`config.mk`:
```
export PLATFORM = sky130hd
export DESIGN_NAME = fp_match_scheduler
export DESIGN_NICKNAME = d
export VERILOG_FILES = /design/src/rtl/fp_match_scheduler.sv
export SDC_FILE = /design/constraint.sdc
export NUM_CORES = 1
export LEC_CHECK = 0
export BUFFER_PORTS_ARGS = -buffer_cell sky130_fd_sc_hd__buf_2
export CAP_MARGIN = 20
export CORE_MARGIN = 2
export CORE_UTILIZATION = 40
export CTS_CLUSTER_DIAMETER = 100
export DETAILED_ROUTE_END_ITERATION = 12
export GPL_TIMING_DRIVEN = 0
export PLACE_DENSITY = 0.6
export SLEW_MARGIN = 20
export SYNTH_ARGS = -nofsm -noshare
export SYNTH_HDL_FRONTEND = slang
export SYNTH_SLANG_ARGS = --single-unit
```
`constraint.sdc`:
```
create_clock -name i_clk -period 4 [get_ports i_clk]
set_clock_uncertainty 0.05 [all_clocks]
set_input_delay 0.4 -clock i_clk [delete_from_list [all_inputs] [get_ports i_clk]]
set_output_delay 0.4 -clock i_clk [all_outputs]
set_load 0.005 [all_outputs]
```
`src/rtl/fp_match_scheduler.sv`:
```
// Purpose: walks every enrolled identity/template, drives the match core and keeps the best identity score.
// Latency: per template ISSUE + core latency + ACCUM; one NEXT cycle per identity, one DONE cycle per pass.
// Backpressure: waits on the core finish pulse (bounded by TIMEOUT_CYC); abort drops the pass at any time.
module fp_match_scheduler #(
  parameter int TPL_PER_ID  = 3,
  parameter int MAX_IDS     = 15,
  parameter int ID_W        = 4,
  parameter int ADDR_W      = 20,
  parameter int FP_WORDS    = 1600,
  parameter int BASE_ADDR   = 13000,
  parameter int SCORE_W     = 16,
  parameter int TIMEOUT_CYC = 1048576,
  localparam int ACC_W      = SCORE_W + 2
) (
  input  logic               i_clk,
  input  logic               i_rst_n,
  input  logic               i_start,
  input  logic               i_abort,
  input  logic [ID_W-1:0]    i_db_size,
  input  logic [ACC_W-1:0]   i_threshold,
  input  logic               i_agg_mode,
  input  logic               i_early_exit,
  output logic               o_core_start,
  output logic [ADDR_W-1:0]  o_core_addr,
  input  logic               i_core_finish,
  input  logic [SCORE_W-1:0] i_core_score,
  output logic               o_busy,
  output logic               o_done,
  output logic [ID_W-1:0]    o_match_id,
  output logic [ACC_W-1:0]   o_best_score,
  output logic               o_timeout,
  output logic [2:0]         o_state
);

  localparam int TPL_W  = (TPL_PER_ID > 1) ? $clog2(TPL_PER_ID) : 1;
  localparam int WCNT_W = (TIMEOUT_CYC > 2) ? $clog2(TIMEOUT_CYC) : 1;

  localparam logic [TPL_W-1:0]  TPL_LAST  = TPL_W'(TPL_PER_ID - 1);
  localparam logic [WCNT_W-1:0] WCNT_LAST = WCNT_W'(TIMEOUT_CYC - 1);
  localparam logic [ID_W-1:0]   MAX_ID_V  = ID_W'(MAX_IDS);
  localparam logic [ADDR_W-1:0] BASE_V    = ADDR_W'(BASE_ADDR);
  localparam logic [ADDR_W-1:0] STEP_V    = ADDR_W'(FP_WORDS);

  typedef enum logic [2:0] {
    S_IDLE  = 3'd0,
    S_ISSUE = 3'd1,
    S_WAIT  = 3'd2,
    S_ACCUM = 3'd3,
    S_NEXT  = 3'd4,
    S_DONE  = 3'd5
  } state_t;

  state_t state, state_nxt;

  // Pass configuration, frozen at start so mid-pass input changes are ignored
  logic [ID_W-1:0]    db_size_r;
  logic [ACC_W-1:0]   thr_r;
  logic               mode_r;
  logic               ee_r;

  logic [ID_W-1:0]    id_cnt;
  logic [TPL_W-1:0]   tpl_cnt;
  logic [ACC_W-1:0]   acc;
  logic [ACC_W-1:0]   best;
  logic [ID_W-1:0]    best_id;
  logic [ADDR_W-1:0]  addr;
  logic [WCNT_W-1:0]  wait_cnt;
  logic [SCORE_W-1:0] score_r;

  logic               abort_now;
  logic               start_ok;
  logic [ID_W-1:0]    db_clamp;
  logic               wait_expired;
  logic               tpl_more;
  logic               id_last;
  logic [ACC_W-1:0]   score_ext;
  logic [ACC_W-1:0]   acc_upd;
  logic               acc_gt_best;
  logic [ACC_W-1:0]   best_upd;
  logic [ID_W-1:0]    best_id_upd;
  logic [ACC_W-1:0]   best_fin;
  logic [ID_W-1:0]    best_id_fin;
  logic [ADDR_W-1:0]  addr_d;

  assign abort_now    = (state != S_IDLE) && i_abort;
  assign start_ok     = i_start && !i_abort;
  assign db_clamp     = (i_db_size > MAX_ID_V) ? MAX_ID_V : i_db_size;
  assign wait_expired = (wait_cnt == WCNT_LAST);
  assign tpl_more     = (tpl_cnt < TPL_LAST);
  assign id_last      = (id_cnt == (db_size_r - 1'b1));
  assign score_ext    = ACC_W'(score_r);
  assign acc_gt_best  = (acc > best);
  assign best_upd     = acc_gt_best ? acc : best;
  assign best_id_upd  = acc_gt_best ? (id_cnt + 1'b1) : best_id;

  // Result as seen on entry to DONE: an empty database leaves nothing to report
  assign best_fin     = (state == S_NEXT) ? best_upd : '0;
  assign best_id_fin  = (state == S_NEXT) ? best_id_upd : '0;

  // Per-template aggregation: running max or running sum (4 templates cannot overflow ACC_W)
  always_comb begin
    acc_upd = acc;
    if (mode_r) begin
      acc_upd = acc + score_ext;
    end else if (score_ext > acc) begin
      acc_upd = score_ext;
    end
  end

  // Template address walk: reload on start, step by one template after each call
  always_comb begin
    addr_d = addr;
    if (state == S_IDLE && start_ok) begin
      addr_d = BASE_V;
    end else if (state == S_ACCUM) begin
      addr_d = addr + STEP_V;
    end
  end

  // Next-state logic; abort overrides every non-idle transition
  always_comb begin
    state_nxt = state;
    case (state)
      S_IDLE:  if (start_ok) state_nxt = (db_clamp == '0) ? S_DONE : S_ISSUE;
      S_ISSUE: state_nxt = S_WAIT;
      S_WAIT:  if (i_core_finish || wait_expired) state_nxt = S_ACCUM;
      S_ACCUM: state_nxt = tpl_more ? S_ISSUE : S_NEXT;
      S_NEXT: begin
        if (ee_r && (acc > thr_r))  state_nxt = S_DONE;
        else if (id_last)           state_nxt = S_DONE;
        else                        state_nxt = S_ISSUE;
      end
      S_DONE:  state_nxt = S_IDLE;
      default: state_nxt = S_IDLE;
    endcase
    if (abort_now) state_nxt = S_IDLE;
  end

  // State register
  always_ff @(posedge i_clk or negedge i_rst_n) begin
    if (!i_rst_n) state <= S_IDLE;
    else          state <= state_nxt;
  end

  // Datapath: counters, accumulators, core address and pass results
  always_ff @(posedge i_clk or negedge i_rst_n) begin
    if (!i_rst_n) begin
      db_size_r    <= '0;
      thr_r        <= '0;
      mode_r       <= 1'b0;
      ee_r         <= 1'b0;
      id_cnt       <= '0;
      tpl_cnt      <= '0;
      acc          <= '0;
      best         <= '0;
      best_id      <= '0;
      addr         <= '0;
      wait_cnt     <= '0;
      score_r      <= '0;
      o_core_addr  <= '0;
      o_match_id   <= '0;
      o_best_score <= '0;
      o_timeout    <= 1'b0;
    end else if (abort_now) begin
      o_match_id <= '0;
    end else begin
      case (state)
        S_IDLE: begin
          if (start_ok) begin
            db_size_r <= db_clamp;
            thr_r     <= i_threshold;
            mode_r    <= i_agg_mode;
            ee_r      <= i_early_exit;
            id_cnt    <= '0;
            tpl_cnt   <= '0;
            acc       <= '0;
            best      <= '0;
            best_id   <= '0;
            o_timeout <= 1'b0;
          end
        end
        S_ISSUE: wait_cnt <= '0;
        S_WAIT: begin
          wait_cnt <= wait_cnt + 1'b1;
          if (i_core_finish) begin
            score_r <= i_core_score;
          end else if (wait_expired) begin
            score_r   <= '0;
            o_timeout <= 1'b1;
          end
        end
        S_ACCUM: begin
          acc <= acc_upd;
          if (tpl_more) tpl_cnt <= tpl_cnt + 1'b1;
        end
        S_NEXT: begin
          best    <= best_upd;
          best_id <= best_id_upd;
          id_cnt  <= id_cnt + 1'b1;
          tpl_cnt <= '0;
          acc     <= '0;
        end
        default: ;
      endcase

      addr <= addr_d;
      // Core address only moves on the way into ISSUE, so it is stable for the whole call
      if (state_nxt == S_ISSUE) o_core_addr <= addr_d;
      if (state_nxt == S_DONE) begin
        o_best_score <= best_fin;
        o_match_id   <= (best_fin > thr_r) ? best_id_fin : '0;
      end
    end
  end

  assign o_core_start = (state == S_ISSUE);
  assign o_busy       = (state != S_IDLE);
  assign o_done       = (state == S_DONE);
  assign o_state      = state;

endmodule

```
== After elaboration in Yosys (flattened, before gate mapping) ==
Cells that the tools add are included.
Cells by class
  muxes and demuxes: 36
  bitwise gates (word level): 1
  add/subtract/negate cells: 6
  equality and inequality tests: 14
  magnitude comparators: 6
  reductions and logical operators: 24
Operators by type and width (number)
  18-bit 2-to-1 mux: 5
  18-bit > comparator: 3
  18-bit case mux with 3 select lines: 1
  20-bit 2-to-1 mux: 2
  20-bit case mux with 2 select lines: 1
  18-bit case mux with 2 select lines: 1
  16-bit 2-to-1 mux: 2
  4-bit 2-to-1 mux: 7
  3-bit 2-to-1 mux: 7
  20-bit by 1-bit adder with 20-bit output, second input constant: 1
  20-bit by 11-bit adder with 20-bit output, second input constant: 1
  20-bit == test, second input constant: 1
  18-bit by 16-bit adder with 18-bit output: 1
  16-bit by 18-bit > comparator with 1-bit output: 1
  4-bit case mux with 2 select lines: 2
  3-bit case mux with 5 select lines: 1
  2-bit nonzero test: 5
  3-bit == test, second input constant: 3
  3-bit AND reduction: 3
  2-bit != test, second input constant: 4
  4-bit AND reduction: 2
  3-bit by 1-bit == test with 1-bit output, second input constant: 2
  3-bit by 2-bit == test with 1-bit output, second input constant: 2
  2-bit case mux with 3 select lines: 1
  other kinds (19): 28
Storage, ports and cells
  bits in registers: 172
  output and inout port bits: 49
  logic and storage cells: 104
  input port bits: 45

== Logic depth before layout (Yosys ltp) ==
Gate-level depths: netlist of the first run.
  word-level depth: 10
  gate-level depth with buffers: 17
  mapped depth without buffers: 17

== Worst setup path after synthesis of the first run ==
Ideal clock, no wire load.
  path type: register to register
  start: reg acc[5]
  end: reg o_match_id[0]
  period minus slack after synthesis: 3.510 ns
  path buffers: 1
  data arrival time: 3.364 ns
  cell stages (with the launch flop): 17
  setup time: 0.095 ns
  setup slack: 0.490 ns
  required time: 3.855 ns
  cells stage by stage: dfrtp_1 -> ha_1 -> nand4_1 -> o21bai_1 -> a31oi_1 -> o21ai_1 -> a21oi_1 -> buf_4 -> mux2i_1 -> nor2_1 -> ha_1 -> nand4_1 -> nor3_1 -> o31ai_1 -> o211ai_1 -> nand3_1 -> o31ai_1
Between the ends
  cells in the longest elaborated chain, start to end: 7
  elaborated cells between the ends (all ways): 16
  classes of those cells: order compare: 3; eq/ne: 1; mux: 10; reduce/logical: 2
RTL lines
  from (decl): line 63  | logic [ACC_W-1:0] acc;
  from (signal assigned): line 193  | acc <= acc_upd;
  18-bit > comparator: line 92  | assign acc_gt_best = (acc > best);
  18-bit 2-to-1 mux: line 93  | assign best_upd = acc_gt_best ? acc : best;
  18-bit 2-to-1 mux: line 97  | assign best_fin = (state == S_NEXT) ? best_upd : '0;
  net best_fin[13]: line 81  | logic [ACC_W-1:0] best_fin;
  18-bit > comparator: line 211  | o_match_id <= (best_fin > thr_r) ? best_id_fin : '0;
  4-bit 2-to-1 mux: line 211
  4-bit 2-to-1 mux: line 209  | if (state_nxt == S_DONE) begin
  4-bit 2-to-1 mux: line 164  | end else if (abort_now) begin
  to (signal assigned): line 211
  to (decl): line 29  | output logic [ID_W-1:0] o_match_id,
The timed path passes the listed nets, and every way through them passes these cells. The select of a mux whose other input is x is not followed.
A chain may end at the register's enable or synchronous reset.

== Final worst setup path of the first run ==
  start: reg acc[16]
  end: reg o_match_id[3]
The elaborated chain is that of the path after synthesis.

==> flow_metrics.env, run 1 <==
export IMPL_grt_max_degree=95
export IMPL_die_h_um=165
export IMPL_syn_num_nets=1268
export IMPL_grt_overflow=0
export IMPL_synth_ff_type="dfrtp_1"
export IMPL_cts_tree="built"
export IMPL_whs_path_depth=3
export IMPL_setup_viol=4
export IMPL_yosysTopAreaCell="dfrtp_1"
export IMPL_gp_congestion=0.875
export IMPL_fin_cells=1619
export IMPL_grt_pass1_vias=8432
export IMPL_dpl_cell_area_um2=11300
export IMPL_final_common_cell="nand2_1"
export IMPL_placed_cells=1559
export IMPL_fillers=2411
export IMPL_setup_slack_ns=-0.0525
export IMPL_avgSynthCellArea_um2=9.19
export IMPL_rrSetupSlack_ns=-0.05
export IMPL_relSlewSlack_pct=48.6
export IMPL_ys_ff_latch=172
export IMPL_wirelength_mm=28.2
export IMPL_hold_class="in -> reg"
export IMPL_antenna_left=0
export IMPL_fp_dieArea_um2=27300
export IMPL_rr_startpoint="acc[16]"
export IMPL_worstRegToRegCells=17
export IMPL_worstPathMaxFanout=7
export IMPL_drt_iter0_markers=644
export IMPL_seq_area_frac_synth_pct=41.4
export IMPL_vias=8700
export IMPL_cp_start_kind="flip-flop"
export IMPL_core_um2=25800
export IMPL_crit_arrival_ns=4.32
export IMPL_synth_warnings=0
export IMPL_post_route_drc_count=0
export IMPL_p_per_area_nw_per_um2=581
export IMPL_worstReg2RegEnd="o_match_id[3]"
export IMPL_grt_pass1_wl_mm=45.0
export IMPL_finalPower_uw=7240
export IMPL_fin_area_um2=12500
export IMPL_final_period_utilization_pct=101
export IMPL_worst_pin_slew_ns=0.763
export IMPL_io_pins=94
export IMPL_die_w_um=165
export IMPL_yosysTopAreaCellShare_pct=41.4
export IMPL_synth_area_um2=10400
export IMPL_most_common_layout_cells="170 x nand2_1, 166 x dfrtp_1, 102 x buf_2, 88 x nor2_1, 85 x ha_1"
export IMPL_wl_per_cell_um=17.4
export IMPL_cts_buffers=17
export IMPL_drtPass1Iterations=5
export IMPL_port_buffer_count=91
export IMPL_syn_to_final_growth_pct=19.9
export IMPL_ys_types=77
export IMPL_groute_usage_overall_pct=21.1
export IMPL_cts_max_level=4
export IMPL_utilization_pct=48.4
export IMPL_vias_per_cell=5.37
export IMPL_insertion_delay_ns=0.45
export IMPL_yosys_top_cells_area="dfrtp_1 41%, ha_1 11%, nand2_1 6.1%"
export IMPL_path_clk_slew_ns=0.08
export IMPL_min_to="thr_r[12]"
export IMPL_cts_buffer_depth=2
export IMPL_holdCritStartpoint="i_threshold[12]"
export IMPL_diodes=0
export IMPL_synth_edf_count=0
export IMPL_drv_cap=0
export IMPL_path_class="reg -> reg"
export IMPL_cts_sink_count=172
export IMPL_worst_setup_path_end_kind="flip-flop"
export IMPL_fmax_ghz=0.247
export IMPL_peakVddDrop_uv=288
export IMPL_status="finished, violations left"
export IMPL_grt_antenna_before_repair=0
export IMPL_rsz0062_at_grt="yes"
export IMPL_cp_data_required_time_ns=4.27
export IMPL_root_buffer="clkbuf_16"
export IMPL_finalMaxSlewViolations=0
export IMPL_hold_slack_ns=0.108
export IMPL_syn_inst=1132
export IMPL_hold_violations=0
export IMPL_finalCriticalPeriod_ns=4.05
export IMPL_violations="negative setup slack"
export IMPL_post_dp_hpwl_mm=20.6
export IMPL_total_leakage_power_uw=0.00570
export IMPL_fin_nets=1407
export IMPL_synthArstFlopShare_pct=100
export IMPL_drive_gt1_share_pct=17.4
export IMPL_initial_core_util_pct=40.4
export IMPL_rows=59
==> power breakdown <==
part / internal [uW] / switching (uW)
clock: 857 / 881
combinational: 1390 / 1820
sequential: 2020 / 272
==> cells by family after synthesis <==
group | share of synthesized area [%]
and+or+nand+nor | 16.6
AOI/OAI and AO/OA | 17.2
DFF | 41.4
buffers and inverters | 5.01
adders and majority gates | 11.0
xor gates and xnor gates | 4.12
muxes | 4.68
==> metal layers <==
layer / wire length (um) / share of wire [%] / vias to the layer above / GRT usage (%)
met5: 0 / 0 / - / 0
met4: 488 / 1.7 / 0 / 5.33
li1: - / - / 4262 / -
met2: 12800 / 45 / 160 / 33.3
met3: 1090 / 3.9 / 34 / 3.52
met1: 13800 / 49 / 4244 / 30.1
==> state kept, by name, summed over array words and instances, names as in the netlist <==
signal	cells
best	18
o_timeout	1
id_cnt	4
tpl_cnt	2
o_state	3
mode_r	1
wait_cnt	20
best_id	4
db_size_r	4
thr_r	18
o_match_id	4
acc	18
o_core_addr	20
score_r	16
ee_r	1
addr	20
o_best_score	18
==> repair_timing <==
action,CTS,global route
hold endpoints to repair,78,0
buffers inserted,4,22
resized for setup,30,25
pin swaps,6,13
setup endpoints to repair,4,4
hold buffers,1,0
gates cloned,0,1
==> cell type report <==
type                    instances  area, um^2  area share, %
clock buffers                  17         425           3.41
plain buffers                  53         262           2.10
inverters                      76         285           2.29
repair buffers                120         727           5.83
flip-flops and latches        172        4310           34.6
well taps                     335         419           3.36
multi-input cells             831        5850           46.9
clock inverters                15         191           1.53
==> worst max-delay path, cell delays in order (launching register included) <==
cell,delay (ns)
dfrtp_1,0.46
ha_4,0.31
nand4_1,0.20
nor3_4,0.32
o21ai_2,0.11
a21oi_4,0.35
buf_12,0.19
mux2i_4,0.31
nor2_1,0.07
ha_1,0.34
a21oi_1,0.17
a21boi_0,0.16
o31ai_4,0.32
o211ai_1,0.13
buf_4,0.17
buf_4,0.13
nand3_2,0.06
o31ai_2,0.07
==> stage by stage <==
step	setup WS (ns)	setup TNS, ns
2_1_floorplan	0.490	0
3_3_place_gp	-0.991	-78.16
3_5_place_dp	-1.07	-4.02
4_1_cts	0.00801	0
5_1_grt	-0.187	-0.668
6_report	-0.0525	-0.150
==> synth_stat cells (all sizes together) (18+ instances only) <==
| cell | n |
|---|---|
| dfrtp | 172 |
| nand2 | 170 |
| ha | 90 |
| nor2 | 90 |
| o21ai | 83 |
| inv | 76 |
| o31ai | 47 |
| a21oi | 42 |
| clkbuf | 37 |
| nand3 | 27 |
| xnor2 | 26 |
| mux2i | 25 |
| xor2 | 23 |
| mux2 | 21 |
| nand4 | 18 |
==> worst max path at each step <==
stage	start	endpoint	slack, ns	depth (start not counted)
3_5_place_dp	acc[15]	o_match_id[0]	-1.07	15
6_report	acc[16]	o_match_id[3]	-0.05	17
4_1_cts	acc[4]	o_match_id[1]	0.008	16
3_3_place_gp	acc[17]	o_match_id[0]	-0.99	15
5_1_grt	best[15]	o_match_id[3]	-0.19	19
2_1_floorplan	acc[5]	o_match_id[0]	0.49	16
(Power assumes the default switching activity.)
==> inputs of run 2 (changes only) <==
--- a/config.mk
+++ b/config.mk
@@ -8,11 +8,11 @@
 export BUFFER_PORTS_ARGS = -buffer_cell sky130_fd_sc_hd__buf_2
 export CAP_MARGIN = 20
 export CORE_MARGIN = 2
-export CORE_UTILIZATION = 40
+export CORE_UTILIZATION = 34
 export CTS_CLUSTER_DIAMETER = 100
 export DETAILED_ROUTE_END_ITERATION = 12
 export GPL_TIMING_DRIVEN = 0
-export PLACE_DENSITY = 0.6
+export PLACE_DENSITY = 0.54
 export SLEW_MARGIN = 20
 export SYNTH_ARGS = -nofsm -noshare
 export SYNTH_HDL_FRONTEND = slang
==> run 2 against run 1 <==
- the run now ends clean
- via count shrank 1.2%
- worst hold slack gained 0.0075 ns
- largest cell class unchanged
- register-to-register slack gained 0.16 ns
- critical path depth shrank 2
- total power shrank 0.45%
- maximum frequency grew 4.2%
- cell count grew 3.6%
- final area grew 0.20%
- worst setup slack gained 0.16 ns
==> flow_metrics.env, run 2 (synthesized netlist as in run 1, its figures left out) <==
export IMPL_dpl_worst_slack_ns=-0.894
export IMPL_fmax_ghz=0.257
export IMPL_cts_buffer_depth=2
export IMPL_grt_pass1_vias=8195
export IMPL_io_pins=94
export IMPL_drtPass1Iterations=4
export IMPL_top_regs="addr (20), o_core_addr (20), wait_cnt (20)"
export IMPL_combPwrFrac_pct=44.3
export IMPL_syn_to_final_growth_pct=20.1
export IMPL_drv_cap=0
export IMPL_rows=64
export IMPL_grt_antenna_before_repair=0
export IMPL_cp_start_kind="flip-flop"
export IMPL_root_buffer="clkbuf_16"
export IMPL_worstRegToRegCells=15
export IMPL_hold_slack_ns=0.115
export IMPL_drt_iter0_markers=571
export IMPL_finalMaxSlewViolations=0
export IMPL_wirelength_mm=28.6
export IMPL_utilization_pct=41.2
export IMPL_status="finished clean"
export IMPL_worstReg2RegEnd="o_match_id[0]"
export IMPL_hold_class="in -> reg"
export IMPL_diodes=0
export IMPL_grt_max_degree=67
export IMPL_finalCriticalPeriod_ns=3.89
export IMPL_min_to="thr_r[13]"
export IMPL_grt_pass1_wl_mm=45.1
export IMPL_swShare_pct=39.2
export IMPL_die_w_um=179
export IMPL_cts_tree="built"
export IMPL_setup_viol=0
export IMPL_path_class="reg -> reg"
export IMPL_cts_buffers=17
export IMPL_holdCritStartpoint="i_threshold[13]"
export IMPL_insertion_delay_ns=0.44
export IMPL_grt_overflow=0
export IMPL_post_route_drc_count=0
export IMPL_fp_dieArea_um2=32000
export IMPL_fin_area_um2=12500
export IMPL_clockPowerShare_pct=23.7
export IMPL_worst_pin_slew_ns=0.831
export IMPL_core_um2=30300
export IMPL_drive_gt1_share_pct=16.7
export IMPL_total_leakage_power_uw=0.00568
export IMPL_worstPathMaxFanout=6
export IMPL_switching_power_uw=2830
export IMPL_cts_max_level=4
export IMPL_dpl_cell_area_um2=11400
export IMPL_rrSetupSlack_ns=0.11
export IMPL_hold_violations=0
export IMPL_setup_slack_ns=0.111
export IMPL_peakVddDrop_uv=324
export IMPL_sequentialPowerShare_pct=31.9
export IMPL_whs_path_depth=3
export IMPL_p_int_uw=4380
export IMPL_path_clk_slew_ns=0.07
export IMPL_cp_data_required_time_ns=4.30
export IMPL_fillers=2998
export IMPL_groute_usage_overall_pct=18.2
export IMPL_most_common_layout_cells="169 x nand2_1, 167 x dfrtp_1, 102 x buf_2, 89 x ha_1, 88 x nor2_1"
export IMPL_port_buffer_count=91
export IMPL_gp_congestion=0.847
export IMPL_vias=8593
export IMPL_worst_setup_path_end_kind="flip-flop"
export IMPL_post_dp_hpwl_mm=21.3
export IMPL_cts_sink_count=172
export IMPL_multiInputGateArea_um2=5830
export IMPL_fin_nets=1408
export IMPL_final_period_utilization_pct=97.2
export IMPL_finalPower_uw=7210
export IMPL_antenna_left=0
export IMPL_vias_per_cell=5.12
export IMPL_seq_area_um2=4310
export IMPL_crit_arrival_ns=4.19
export IMPL_p_per_area_nw_per_um2=577
export IMPL_rr_startpoint="acc[15]"
export IMPL_final_common_cell="nand2_1"
export IMPL_wl_per_cell_um=17.0
export IMPL_relSlewSlack_pct=44.2
export IMPL_die_h_um=179
export IMPL_initial_core_util_pct=34.3
run 2: changes by cell type in the layout (fill, tap and decap cells not counted), sizes merged:
cell,change
buf,+2
bufinv,+3
clkbuf,+1
clkinv,-3
clkinvlp,+2
inv,-7
run 2: critical path: stages, from the launching register on:
cell	delay, ns
dfrtp_1	0.51
ha_1	0.36
nand4_1	0.16
nor3_2	0.25
o21ai_2	0.12
a21oi_4	0.23
buf_12	0.17
mux2i_4	0.24
nor2_1	0.07
ha_1	0.35
nand4_1	0.19
nor3_4	0.29
o31ai_2	0.13
o211ai_1	0.22
nand3_2	0.21
o31ai_1	0.24
run 2: final cells by class:
type,instances,share of cell area (%)
timing repair buffer,121,5.93
tap,396,3.96
buffer,53,2.09
sequential,172,34.5
inverter,76,2.28
clock buffer,19,3.46
multi-input combinational,831,46.6
clock inverter,10,1.16
run 2: worst max-delay path by stage:
stage / from / to / slack (ns) / depth (start not counted)
finish: acc[15] / o_match_id[0] / 0.11 / 15
global placement: acc[17] / o_match_id[0] / -0.90 / 15
floorplan: acc[5] / o_match_id[0] / 0.49 / 16
CTS: acc[4] / o_match_id[0] / 0.008 / 16
global route: best[3] / o_match_id[0] / -0.02 / 17
detailed placement: acc[17] / o_match_id[2] / -0.89 / 15
run 2: through the flow:
stage / setup TNS [ns] / std cells
after CTS: 0 / 1654
final: 0 / 1678
after detailed placement: -3.40 / 1621
after global routing: -0.0213 / 1678
after floorplan: 0 / 1132
after global placement: -83.70 / 1619
run 2: timing repair:
item | CTS | global route
setup buffers | 3 | 24
hold buffers | 1 | 0
gates resized for setup | 20 | 35
setup endpoints to repair | 4 | 4
hold endpoints to repair | 45 | 0
pin swaps | 5 | 11
run 2: power groups by stage:
stage | clock [uW] | combinational (uW) | sequential (uW)
detailed placement | 0 | 2580 | 2320
floorplan | 0 | 1870 | 2240
global placement | 0 | 2560 | 2310
finish | 1710 | 3200 | 2300
global route | 1810 | 3530 | 2340
CTS | 1740 | 2790 | 2300
run 2: routing by layer:
layer / GRT usage [%] / vias to the layer above / routed length [um]
li1: - / 4261 / -
met1: 26.0 / 4162 / 14000
met2: 28.8 / 149 / 13200
met3: 3.22 / 21 / 1070
met4: 4.17 / 0 / 375
met5: 0 / - / 0
